`src/rtl/fp_compare_pipe_pkg.sv`:
```
`default_nettype none
// ============================================================================
//  Module      : fp_cmp_pkg
//  Description : Shared types for the pipelined IEEE-754 compare / min-max
//                unit: opcode encoding, per-operand classification record and
//                a helper that builds the canonical quiet NaN for any format.
//  Revision    : 1.0  initial release
// ============================================================================
package fp_cmp_pkg;

    // Opcodes 5..7 are reserved and decoded as "invalid operation".
    typedef enum logic [2:0] {
        CMP_EQ  = 3'd0,
        CMP_LT  = 3'd1,
        CMP_LE  = 3'd2,
        CMP_MIN = 3'd3,
        CMP_MAX = 3'd4
    } cmp_op_e;

    typedef struct packed {
        logic zero;
        logic inf;
        logic qnan;
        logic snan;
        logic sign;
    } fp_class_t;

    localparam int CANON_MAX_W = 128;

    // Canonical qNaN: sign 0, exponent all ones, mantissa MSB set, rest 0.
    // Returned right-aligned in a wide vector; callers size-cast to W.
    function automatic logic [CANON_MAX_W-1:0] canon_qnan(input int exp_w, input int man_w);
        logic [CANON_MAX_W-1:0] r;
        r = '0;
        for (int i = 0; i < CANON_MAX_W; i++) begin
            if ((i >= man_w - 1) && (i < man_w + exp_w)) begin
                r[i] = 1'b1;
            end
        end
        return r;
    endfunction

endpackage : fp_cmp_pkg
`default_nettype wire

```
`src/rtl/fp_compare_pipe_if.sv`:
```
`default_nettype none
// ============================================================================
//  Module      : fp_compare_pipe_if
//  Description : Operand/result bundle of the compare unit. Input side is a
//                valid/ready beat carrying two operands, an opcode and a tag;
//                output side is a valid/ready beat carrying flags and values.
//  Ports       : slave  - view taken by the compare unit
//                master - view taken by the issue stage / writeback consumer
//  Revision    : 1.0  initial release
// ============================================================================
interface fp_compare_pipe_if #(
    parameter int EXP_W = 8,
    parameter int MAN_W = 23,
    parameter int TAG_W = 4
);
    localparam int W = 1 + EXP_W + MAN_W;

    logic             in_valid;
    logic             in_ready;
    logic [W-1:0]     in_a;
    logic [W-1:0]     in_b;
    logic [2:0]       in_op;
    logic [TAG_W-1:0] in_tag;

    logic             out_valid;
    logic             out_ready;
    logic             out_lt;
    logic             out_eq;
    logic             out_gt;
    logic             out_uo;
    logic             out_res;
    logic [W-1:0]     out_val;
    logic             out_inv;
    logic [TAG_W-1:0] out_tag;

    modport slave (
        input  in_valid, in_a, in_b, in_op, in_tag, out_ready,
        output in_ready, out_valid, out_lt, out_eq, out_gt, out_uo,
               out_res, out_val, out_inv, out_tag
    );

    modport master (
        output in_valid, in_a, in_b, in_op, in_tag, out_ready,
        input  in_ready, out_valid, out_lt, out_eq, out_gt, out_uo,
               out_res, out_val, out_inv, out_tag
    );

endinterface : fp_compare_pipe_if
`default_nettype wire

```
`src/rtl/fp_compare_pipe_classify.sv`:
```
`default_nettype none
// ============================================================================
//  Module      : fp_classify
//  Description : Combinational classification of one IEEE-754 operand into
//                zero / infinity / quiet NaN / signalling NaN plus its sign.
//                Normals and subnormals leave all class bits clear.
//  Ports       : op_i  [EXP_W+MAN_W:0]  operand
//                cls_o fp_class_t       classification
//  Revision    : 1.0  initial release
// ============================================================================
module fp_classify
    import fp_cmp_pkg::*;
#(
    parameter int EXP_W = 8,
    parameter int MAN_W = 23
) (
    input  wire logic [EXP_W+MAN_W:0] op_i,
    output fp_class_t                 cls_o
);

    logic [EXP_W-1:0] w_exp;
    logic [MAN_W-1:0] w_man;
    logic             w_exp_ones;
    logic             w_exp_zero;
    logic             w_man_zero;

    assign w_exp      = op_i[MAN_W +: EXP_W];
    assign w_man      = op_i[MAN_W-1:0];
    assign w_exp_ones = &w_exp;
    assign w_exp_zero = ~|w_exp;
    assign w_man_zero = ~|w_man;

    always_comb begin
        cls_o      = '0;
        cls_o.sign = op_i[EXP_W+MAN_W];
        cls_o.zero = w_exp_zero & w_man_zero;
        cls_o.inf  = w_exp_ones & w_man_zero;
        // Mantissa MSB is the quiet bit.
        cls_o.qnan = w_exp_ones & w_man[MAN_W-1];
        cls_o.snan = w_exp_ones & ~w_man_zero & ~w_man[MAN_W-1];
    end

endmodule : fp_classify
`default_nettype wire

```
`src/rtl/fp_compare_pipe.sv`:
```
`default_nettype none
// ============================================================================
//  Module      : fp_compare_pipe
//  Description : Two-stage pipelined IEEE-754 comparator and min/max unit.
//                Stage 1 classifies both operands and compares magnitudes;
//                stage 2 resolves ordering, predicate, min/max and the
//                invalid flag into the output registers.
//  Ports       : clk    clock
//                rst_n  synchronous reset, active low
//                bus    fp_compare_pipe_if.slave (operand in / result out)
//  Revision    : 1.0  initial release
// ============================================================================
module fp_compare_pipe
    import fp_cmp_pkg::*;
#(
    parameter int EXP_W = 8,
    parameter int MAN_W = 23,
    parameter int TAG_W = 4
) (
    input  wire logic       clk,
    input  wire logic       rst_n,
    fp_compare_pipe_if.slave bus
);

    localparam int            W      = 1 + EXP_W + MAN_W;
    localparam logic [W-1:0]  C_QNAN = W'(canon_qnan(EXP_W, MAN_W));

    // ------------------------------------------------------------------
    // Handshake chain
    // ------------------------------------------------------------------
    logic w_s1_load;
    logic w_s2_load;
    logic w_accept;

    logic s1_valid_q;
    logic out_valid_q;

    assign w_s2_load    = ~out_valid_q | bus.out_ready;
    assign w_s1_load    = ~s1_valid_q  | w_s2_load;
    assign bus.in_ready = w_s1_load;
    assign w_accept     = bus.in_valid & w_s1_load;

    // ------------------------------------------------------------------
    // Stage 1: classify + magnitude compare
    // ------------------------------------------------------------------
    fp_class_t w_cls_a;
    fp_class_t w_cls_b;

    fp_classify #(.EXP_W(EXP_W), .MAN_W(MAN_W)) u_cls_a (.op_i(bus.in_a), .cls_o(w_cls_a));
    fp_classify #(.EXP_W(EXP_W), .MAN_W(MAN_W)) u_cls_b (.op_i(bus.in_b), .cls_o(w_cls_b));

    logic [W-2:0] w_mag_a;
    logic [W-2:0] w_mag_b;
    logic         w_mag_gt_d;
    logic         w_mag_eq_d;

    assign w_mag_a = bus.in_a[W-2:0];
    assign w_mag_b = bus.in_b[W-2:0];

    // Infinities short-circuit the magnitude compare; NaN lanes are masked
    // in stage 2, so their magnitude result is don't-care.
    always_comb begin
        w_mag_gt_d = 1'b0;
        w_mag_eq_d = 1'b0;
        if (w_cls_a.inf || w_cls_b.inf) begin
            w_mag_gt_d = w_cls_a.inf & ~w_cls_b.inf;
            w_mag_eq_d = w_cls_a.inf &  w_cls_b.inf;
        end else begin
            w_mag_gt_d = (w_mag_a >  w_mag_b);
            w_mag_eq_d = (w_mag_a == w_mag_b);
        end
    end

    logic [W-1:0]     s1_a_q,  s1_b_q;
    logic [2:0]       s1_op_q;
    logic [TAG_W-1:0] s1_tag_q;
    logic             s1_nan_a_q,  s1_nan_b_q;
    logic             s1_snan_a_q, s1_snan_b_q;
    logic             s1_zero_a_q, s1_zero_b_q;
    logic             s1_sign_a_q, s1_sign_b_q;
    logic             s1_mag_gt_q, s1_mag_eq_q;

    always_ff @(posedge clk) begin
        if (!rst_n) begin
            s1_valid_q  <= 1'b0;
            s1_a_q      <= '0;
            s1_b_q      <= '0;
            s1_op_q     <= '0;
            s1_tag_q    <= '0;
            s1_nan_a_q  <= 1'b0;
            s1_nan_b_q  <= 1'b0;
            s1_snan_a_q <= 1'b0;
            s1_snan_b_q <= 1'b0;
            s1_zero_a_q <= 1'b0;
            s1_zero_b_q <= 1'b0;
            s1_sign_a_q <= 1'b0;
            s1_sign_b_q <= 1'b0;
            s1_mag_gt_q <= 1'b0;
            s1_mag_eq_q <= 1'b0;
        end else begin
            if (w_s1_load) begin
                s1_valid_q <= bus.in_valid;
            end
            if (w_accept) begin
                s1_a_q      <= bus.in_a;
                s1_b_q      <= bus.in_b;
                s1_op_q     <= bus.in_op;
                s1_tag_q    <= bus.in_tag;
                s1_nan_a_q  <= w_cls_a.qnan | w_cls_a.snan;
                s1_nan_b_q  <= w_cls_b.qnan | w_cls_b.snan;
                s1_snan_a_q <= w_cls_a.snan;
                s1_snan_b_q <= w_cls_b.snan;
                s1_zero_a_q <= w_cls_a.zero;
                s1_zero_b_q <= w_cls_b.zero;
                s1_sign_a_q <= w_cls_a.sign;
                s1_sign_b_q <= w_cls_b.sign;
                s1_mag_gt_q <= w_mag_gt_d;
                s1_mag_eq_q <= w_mag_eq_d;
            end
        end
    end

    // ------------------------------------------------------------------
    // Stage 2: resolve ordering, predicate, min/max, invalid
    // ------------------------------------------------------------------
    logic         w_lt_d, w_eq_d, w_gt_d, w_uo_d;
    logic         w_res_d;
    logic [W-1:0] w_val_d;
    logic         w_inv_d;
    logic         w_both_zero;
    logic         w_snan_any;
    logic         w_is_max;
    logic [W-1:0] w_minmax;

    assign w_both_zero = s1_zero_a_q & s1_zero_b_q;
    assign w_snan_any  = s1_snan_a_q | s1_snan_b_q;
    assign w_is_max    = (s1_op_q == CMP_MAX);

    always_comb begin
        w_lt_d = 1'b0;
        w_eq_d = 1'b0;
        w_gt_d = 1'b0;
        w_uo_d = 1'b0;
        if (s1_nan_a_q || s1_nan_b_q) begin
            w_uo_d = 1'b1;
        end else if (w_both_zero) begin
            w_eq_d = 1'b1;
        end else if (s1_sign_a_q != s1_sign_b_q) begin
            w_lt_d = s1_sign_a_q;
            w_gt_d = s1_sign_b_q;
        end else if (s1_mag_eq_q) begin
            w_eq_d = 1'b1;
        end else if (s1_mag_gt_q ^ s1_sign_a_q) begin
            // Larger magnitude is the greater value only when positive.
            w_gt_d = 1'b1;
        end else begin
            w_lt_d = 1'b1;
        end
    end

    always_comb begin
        w_minmax = s1_a_q;
        if (s1_nan_a_q && s1_nan_b_q) begin
            w_minmax = C_QNAN;
        end else if (s1_nan_a_q) begin
            w_minmax = s1_b_q;
        end else if (s1_nan_b_q) begin
            w_minmax = s1_a_q;
        end else if (w_eq_d) begin
            // Signed zeros: min picks the negative one, max the positive one.
            if (w_both_zero && (s1_sign_a_q != s1_sign_b_q)) begin
                w_minmax = (s1_sign_a_q ^ w_is_max) ? s1_a_q : s1_b_q;
            end else begin
                w_minmax = s1_a_q;
            end
        end else if (w_is_max) begin
            w_minmax = w_gt_d ? s1_a_q : s1_b_q;
        end else begin
            w_minmax = w_lt_d ? s1_a_q : s1_b_q;
        end
    end

    always_comb begin
        w_res_d = 1'b0;
        w_val_d = '0;
        w_inv_d = 1'b1;
        case (cmp_op_e'(s1_op_q))
            CMP_EQ: begin
                w_res_d = w_eq_d;
                w_inv_d = w_snan_any;
            end
            CMP_LT: begin
                w_res_d = w_lt_d;
                w_inv_d = w_uo_d;
            end
            CMP_LE: begin
                w_res_d = w_lt_d | w_eq_d;
                w_inv_d = w_uo_d;
            end
            CMP_MIN, CMP_MAX: begin
                w_val_d = w_minmax;
                w_inv_d = w_snan_any;
            end
            default: begin
                w_inv_d = 1'b1;
            end
        endcase
    end

    logic             out_lt_q, out_eq_q, out_gt_q, out_uo_q;
    logic             out_res_q;
    logic [W-1:0]     out_val_q;
    logic             out_inv_q;
    logic [TAG_W-1:0] out_tag_q;

    always_ff @(posedge clk) begin
        if (!rst_n) begin
            out_valid_q <= 1'b0;
            out_lt_q    <= 1'b0;
            out_eq_q    <= 1'b0;
            out_gt_q    <= 1'b0;
            out_uo_q    <= 1'b0;
            out_res_q   <= 1'b0;
            out_val_q   <= '0;
            out_inv_q   <= 1'b0;
            out_tag_q   <= '0;
        end else if (w_s2_load) begin
            out_valid_q <= s1_valid_q;
            if (s1_valid_q) begin
                out_lt_q  <= w_lt_d;
                out_eq_q  <= w_eq_d;
                out_gt_q  <= w_gt_d;
                out_uo_q  <= w_uo_d;
                out_res_q <= w_res_d;
                out_val_q <= w_val_d;
                out_inv_q <= w_inv_d;
                out_tag_q <= s1_tag_q;
            end
        end
    end

    assign bus.out_valid = out_valid_q;
    assign bus.out_lt    = out_lt_q;
    assign bus.out_eq    = out_eq_q;
    assign bus.out_gt    = out_gt_q;
    assign bus.out_uo    = out_uo_q;
    assign bus.out_res   = out_res_q;
    assign bus.out_val   = out_val_q;
    assign bus.out_inv   = out_inv_q;
    assign bus.out_tag   = out_tag_q;

endmodule : fp_compare_pipe
`default_nettype wire

```
`src/flat_wrapper.sv`:
```
// flat-port wrapper written by rule: the top's interface ports become plain ports
module fp_compare_pipe_flat import fp_cmp_pkg::*;
#(
    parameter int EXP_W = 8,
    parameter int MAN_W = 23,
    parameter int TAG_W = 4
)
  (clk, rst_n, bus_in_valid, bus_in_a, bus_in_b, bus_in_op, bus_in_tag, bus_out_ready, bus_in_ready, bus_out_valid, bus_out_lt, bus_out_eq, bus_out_gt, bus_out_uo, bus_out_res, bus_out_val, bus_out_inv, bus_out_tag);
  fp_compare_pipe_if #(.EXP_W(EXP_W), .MAN_W(MAN_W), .TAG_W(TAG_W)) bus_i ();
  input  wire logic clk;
  input  wire logic rst_n;
  input wire logic [$bits(bus_i.in_valid)-1:0] bus_in_valid;
  input wire logic [$bits(bus_i.in_a)-1:0] bus_in_a;
  input wire logic [$bits(bus_i.in_b)-1:0] bus_in_b;
  input wire logic [$bits(bus_i.in_op)-1:0] bus_in_op;
  input wire logic [$bits(bus_i.in_tag)-1:0] bus_in_tag;
  input wire logic [$bits(bus_i.out_ready)-1:0] bus_out_ready;
  output wire logic [$bits(bus_i.in_ready)-1:0] bus_in_ready;
  output wire logic [$bits(bus_i.out_valid)-1:0] bus_out_valid;
  output wire logic [$bits(bus_i.out_lt)-1:0] bus_out_lt;
  output wire logic [$bits(bus_i.out_eq)-1:0] bus_out_eq;
  output wire logic [$bits(bus_i.out_gt)-1:0] bus_out_gt;
  output wire logic [$bits(bus_i.out_uo)-1:0] bus_out_uo;
  output wire logic [$bits(bus_i.out_res)-1:0] bus_out_res;
  output wire logic [$bits(bus_i.out_val)-1:0] bus_out_val;
  output wire logic [$bits(bus_i.out_inv)-1:0] bus_out_inv;
  output wire logic [$bits(bus_i.out_tag)-1:0] bus_out_tag;
  assign bus_i.in_valid = bus_in_valid;
  assign bus_i.in_a = bus_in_a;
  assign bus_i.in_b = bus_in_b;
  assign bus_i.in_op = bus_in_op;
  assign bus_i.in_tag = bus_in_tag;
  assign bus_i.out_ready = bus_out_ready;
  assign bus_in_ready = bus_i.in_ready;
  assign bus_out_valid = bus_i.out_valid;
  assign bus_out_lt = bus_i.out_lt;
  assign bus_out_eq = bus_i.out_eq;
  assign bus_out_gt = bus_i.out_gt;
  assign bus_out_uo = bus_i.out_uo;
  assign bus_out_res = bus_i.out_res;
  assign bus_out_val = bus_i.out_val;
  assign bus_out_inv = bus_i.out_inv;
  assign bus_out_tag = bus_i.out_tag;
  fp_compare_pipe #(.EXP_W(EXP_W), .MAN_W(MAN_W), .TAG_W(TAG_W)) u_core (.clk(clk), .rst_n(rst_n), .bus(bus_i));
endmodule
```
`config.mk`:
```
export PLATFORM = sky130hd
export DESIGN_NAME = fp_compare_pipe_flat
export DESIGN_NICKNAME = d
export VERILOG_FILES = /design/src/rtl/fp_compare_pipe_pkg.sv /design/src/rtl/fp_compare_pipe_if.sv /design/src/rtl/fp_compare_pipe_classify.sv /design/src/rtl/fp_compare_pipe.sv /design/src/flat_wrapper.sv
export SDC_FILE = /design/constraint.sdc
export NUM_CORES = 1
export LEC_CHECK = 0
export CORE_ASPECT_RATIO = 1.75
export CORE_MARGIN = 4
export CORE_UTILIZATION = 47
export CTS_BUF_LIST = sky130_fd_sc_hd__clkbuf_2 sky130_fd_sc_hd__clkbuf_4 sky130_fd_sc_hd__clkbuf_8
export CTS_CLUSTER_SIZE = 16
export DETAILED_ROUTE_END_ITERATION = 6
export MAX_ROUTING_LAYER = met4
export PLACE_DENSITY = 0.69
export SYNTH_ARGS = -nofsm -noshare
export SYNTH_HDL_FRONTEND = slang
export SYNTH_SLANG_ARGS = --single-unit
```
`constraint.sdc`:
```
create_clock -name clk -period 3.3 [get_ports clk]
set_clock_uncertainty 0.1 [all_clocks]
set_input_delay 0.33 -clock clk [delete_from_list [all_inputs] [get_ports clk]]
set_output_delay 0.33 -clock clk [all_outputs]
set_load 0.01 [all_outputs]
```
Yosys cells after proc, flatten, opt, wreduce, memory -nomap -nowiden
Index checks and enable logic that the tools add are counted.

Bits in registers: 125. Output and inout port bits: 44. Input bits: 75.

Multiplexer cells: 29. Bitwise logic cells: 27. Equal/unequal tests: 6. Reduce and logical (&&, ||, !) cells: 19. Magnitude comparators: 1.

Operator list (count): 32-bit 2-to-1 mux (10); 23-bit OR reduction (2); 31-bit equality test (1); 31-bit greater-than comparator (1); 1-bit 2-to-1 mux (17); 8-bit AND reduction (2); 8-bit OR reduction (2); 1-bit AND (14); 3-bit by 2-bit equality test with 1-bit output, second input constant (2); 1-bit OR (6); 1-bit inverter (5); 1-bit zero test (4); 2-bit OR reduction (2); 3-bit by 1-bit equality test with 1-bit output, second input constant (1); 3-bit equality test, second input constant (1); 3-bit zero test (1); 1-bit one-hot mux with 3 select lines (1); 3-bit OR reduction (1); 1-bit logical AND (2); 1-bit logical OR (2); 1-bit one-hot mux with 2 select lines (1); 2-bit AND reduction (1); 1-bit XOR (2); 1-bit inequality test (1).

Logic depth before layout (Yosys ltp)
Depth in word-level cells: 13. Depth in mapped cells: 8.

Hierarchy
A second synthesis with hierarchy kept.

Cells, all modules: 807. Area, all modules: 6444.9 um2.

By module, submodules not included: fp_compare_pipe (instances 1, area each 6177.2 um2, cells each 767); fp_classify (instances 2, area each 133.9 um2, cells each 20).

Worst setup path before layout
Ideal clock, no wire load.

Path kind: register to register. From: reg u_core.s1_op_q[1]. To: reg u_core.out_val_q[24], in the netlist u_core.bus.out_val[24]. Path slack: 1.394 ns. Required time: 3.113 ns. Cell stages (with the launch flop): 8. Clock period less this slack: 1.906 ns. Arrival time: 1.719 ns. Cells stage by stage: dfxtp_1 -> buf_6 -> nor3b_4 -> mux2_4 -> buf_12 -> mux2i_1 -> a211o_1 -> o31ai_1.

Word-level cells in the longest chain between the ends: 9. Elaborated cells between the ends (all ways): 12.

RTL lines: from (decl) (line fp_compare_pipe.sv:75) `logic [2:0] s1_op_q;`; from (signal assigned) (line fp_compare_pipe.sv:107) `s1_op_q <= bus.in_op;`; 3-bit equality test (line fp_compare_pipe.sv:137, fp_compare_pipe.sv:187); 1-bit XOR (line fp_compare_pipe.sv:172) `w_minmax = (s1_sign_a_q ^ w_is_max) ? s1_a_q : s1_b_q;`; 32-bit 2-to-1 mux (line fp_compare_pipe.sv:172); 32-bit 2-to-1 mux (line fp_compare_pipe.sv:171) `if (w_both_zero && (s1_sign_a_q != s1_sign_b_q)) begin`; 32-bit 2-to-1 mux (line fp_compare_pipe.sv:169) `end else if (w_eq_d) begin`; 32-bit 2-to-1 mux (line fp_compare_pipe.sv:167) `end else if (s1_nan_b_q) begin`; 32-bit 2-to-1 mux (line fp_compare_pipe.sv:165) `end else if (s1_nan_a_q) begin`; 32-bit 2-to-1 mux (line fp_compare_pipe.sv:163) `if (s1_nan_a_q && s1_nan_b_q) begin`; 32-bit 2-to-1 mux (*) (line fp_compare_pipe.sv:187) `case (cmp_op_e'(s1_op_q))`; to (signal assigned) (line fp_compare_pipe.sv:235) `out_val_q <= w_val_d;`; to (decl) (line fp_compare_pipe.sv:212) `logic [W-1:0] out_val_q;`.

Every way passes the cells marked *; elsewhere a longest branch is shown, timed or not. A chain may end at the register's enable or synchronous reset.

Worst setup path after layout
From: reg u_core.s1_op_q[2]. To: reg u_core.out_val_q[5], in the netlist u_core.bus.out_val[5].

The elaborated chain is that of the path after synthesis.

==> metrics list <==
- The run finished with clean final reports.
* Area enclosed by the die boundary: 0.0165 mm2
- From synthesis to final layout, the design area changed by 25.4%.
* Placer's final routability congestion estimate: 0.863
- After detailed routing, the average wire length per cell comes to 17.9 um.
* Synth Area in Adders: 5.70%
- Post-Syn Area per Cell: just under 8 um2
- For the final routed database, the setup TNS stands at 0 ps.
- Kind of path behind the tightest hold check: in2reg
- In this run the tool buffered the top-level ports with about 120 buffer cells.
- Leading register cell type out of synthesis: dfxtp_1
* Sequential cell area fraction in the yosys report: between 30% and 40%
* Achievable frequency: 0.387 GHz
* Power density relative to cell area: 427 mW/mm2
- On the critical path, the stage with the largest delay is an instance of a21o_1.
- Worst-path cell chain: nor3b_4 > mux2_4 > a21o_1 > o21ai_0 > o211ai_1
- Resized cells post-CTS: 0
- Die boundary height: 167 um
* IR Drop Worst-Case VDD: between 0.15 and 0.2 mV
* Buffer depth of the longest clock path: 2
- Setup violations remaining at the end of the flow were counted as 0.
* Root buffer cell: clkbuf_8
- The worst pin sits at a relative slew slack of 29.8%.
- The synthesized netlist devotes roughly a quarter of its cell area to compound gates.
- Area share of xor/xnor cells in the synthesized design: less than 1%
- After Yosys synthesis, and, or, nand and nor cells account for approximately 25% of the synthesized area.
* Later-pin clock latency in the skew report: 430 ps
- After detailed routing, the total wire length is 20600 um.
- Count of flip-flops with a built-in enable after synthesis: 0
- The die is between 90 and 100 um wide.
- The final count of hold timing violations was 0.
- At the pin with the least slew margin, the transition time is 1050 ps.
- The first global-routing pass estimated about 33000 um of wire.
- Effective utilization at floorplan: between 40% and 50%
* First-pass iteration count of the detailed router: 5
* Type of origin of the critical path: flop
* Final antenna-violating net count: 0
- Cells with a size suffix above 1 make up 5.98% of the layout.
- Dividing the detail-routed via count by the number of cells gives 5.79.
- Total standard cell area after synthesis: roughly 0.007 mm2
- Element type at the critical path end: flop
* Synthesized flop and latch total: 123
* Sink Count: between 100 and 150
- Antenna fix cells: 0
- CTS Hold Buffers Added: 0
- Sum of overflow across all layers after global routing: 0
- The floorplan step defined a core boundary enclosing 0.0140 mm2.
* Combinational family with the most area after synthesis: compound AO/OA/AOI/OAI gates
- Entering global routing, the biggest net connects 67 pins.
* Maximum single-stage delay on the critical path: 780 ps
* Type of the worst setup path: reg2reg
* Number of warnings printed during yosys synthesis: 0
- Final worst path period need: 2590 ps
- Initial antenna violation count: 0
- Hold is met by 272 ps.
- Vias after detailed routing: 6640
- TritonCTS clock tree: built
- Static leakage power: 3.20 nW
* Synthesized netlist net count: 977
- Detailed placement ended at an HPWL of 14000 um.
* Worst-path fanout max: 31
* Clock-pin slew reported for the worst setup and hold paths after clock tree synthesis: 80 ps
- The number of different library cells used by synthesis comes to 55.
- Via count of the first global-routing pass: 6547
- Fin. max-slew vios: 0
* Post-CTS Setup Repair Bufs: 0
- For this design the top-level I/O count stands at approximately 120.
- Largest delay share family, worst path: compound AO/OA/AOI/OAI gates
- WP data arrival: about 2800 ps
* Synthesized instance count: between 800 and 900
- Counting both buffers and inverters, the worst setup path holds a total of 0.
- CTS built an H-tree with a depth of 4.
- Total number of placement rows: 57
* Max_cap viols: 0
- Net count of the finished layout: ~1100
- Setup repair after global routing left no endpoint under its margin.
- In the routed design, unresolved DRC markers number 0.
- In the synthesized netlist, mux cells make up around 1.4% of the area.
- Across all register-to-register paths, the minimum setup slack is 710 ps.
- Across every metal layer, demand over resource in global routing totals 25.7%.
- Utilization of the core after routing: between 60% and 70%
* Num CTS Buffers: 17
- STA puts the critical path data required time at ~3500 ps.
- In this run, the number of DRC markers left after iteration 0 of detailed routing was 390.
* Share of synthesized registers carrying an async set or reset: 0%
- Fraction of the cycle the final worst path needs: roughly four fifths
## sequential cells by signal (all words and copies together), names as in the netlist, 3 cells and up
signal / flops
u_core.bus.out_tag: 4
u_core.bus.out_val: 32
u_core.s1_a_q: 31
u_core.s1_b_q: 32
u_core.s1_op_q: 3
u_core.s1_tag_q: 4
## synthesized netlist by cell type, types with 11 or more instances
master    instances  area (um2)
a22oi_1          22         165
a21oi_1          36         180
o211ai_1         24         180
nor3b_1          23         173
nand4_1          11        68.8
clkbuf_1         60         225
a21boi_0         81         608
inv_1            35         131
o21ai_0          31         155
o31ai_1          14         105
ha_1             31         388
nor3_1           14        70.1
nor2_1           16        60.1
nand2_1         204         766
dfxtp_1         123        2460
nor4_1           19         119
nand2b_1         27         169
## report_power, final
group / switching (mW) / total (mW) / internal, mW
clock: 0.655 / 1.51 / 0.859
combinational: 0.305 / 0.543 / 0.238
sequential: 0.0464 / 1.59 / 1.54
total: 1.01 / 3.65 / 2.64
## cell type report
class | count | area [um2]
inverter | 35 | 131
timing repair buffer | 133 | 1310
clock inverter | 13 | 190
clock buffer | 19 | 255
fill | 1312 | 5520
sequential | 123 | 2460
tap | 177 | 221
multi-input combinational | 647 | 3960
## cells in the final DEF, fill, tap and decap left out, drive strengths merged, types with 19 or more instances in the layout
| master | n |
|---|---|
| a21boi | 81 |
| a21oi | 36 |
| a22oi | 22 |
| clkbuf | 19 |
| clkdlybuf4s50 | 117 |
| dfxtp | 123 |
| ha | 31 |
| inv | 38 |
| nand2 | 204 |
| nand2b | 27 |
| nor3b | 24 |
| nor4 | 19 |
| o211ai | 24 |
| o21ai | 32 |
## final timing paths
kind,to,from,cells past startpoint
worst min register to register,u_core.bus.out_val[24],u_core.bus.out_val[24],2
worst min-delay path,u_core.bus.out_uo,rst_n,2
worst max register to register,u_core.bus.out_val[5],u_core.s1_op_q[2],5
worst max-delay path,u_core.bus.out_val[5],u_core.s1_op_q[2],5
## layer usage
| layer | GRT usage [%] | up-vias | share of wire, % |
|---|---|---|---|
| li1 | - | 3236 | - |
| met1 | 28.9 | 3157 | 40 |
| met2 | 45.2 | 207 | 52 |
| met3 | 3.75 | 40 | 4.8 |
| met4 | 10.0 | 0 | 2.7 |
| met5 | - | - | 0 |
## metrics by stage
step	area (um2)	power (mW)	std cells	worst slack, ps
finish	8530	3.65	1147	713
global route	8530	3.79	1147	511
CTS	8530	3.67	1147	704
detailed placement	8090	2.16	1115	578
global placement	8090	2.15	1115	599
floorplan	6810	1.91	871	1390
## logic make-up after synthesis
logic type	after synthesis
buffers and inverters	101
XOR/XNOR	1
multiplexers	9
AO/OA/AOI/OAI	252
flip-flops	123
AND/OR/NAND/NOR	354
adder cells (fa/ha/maj)	31
Power figures use the tool's default switching activity.
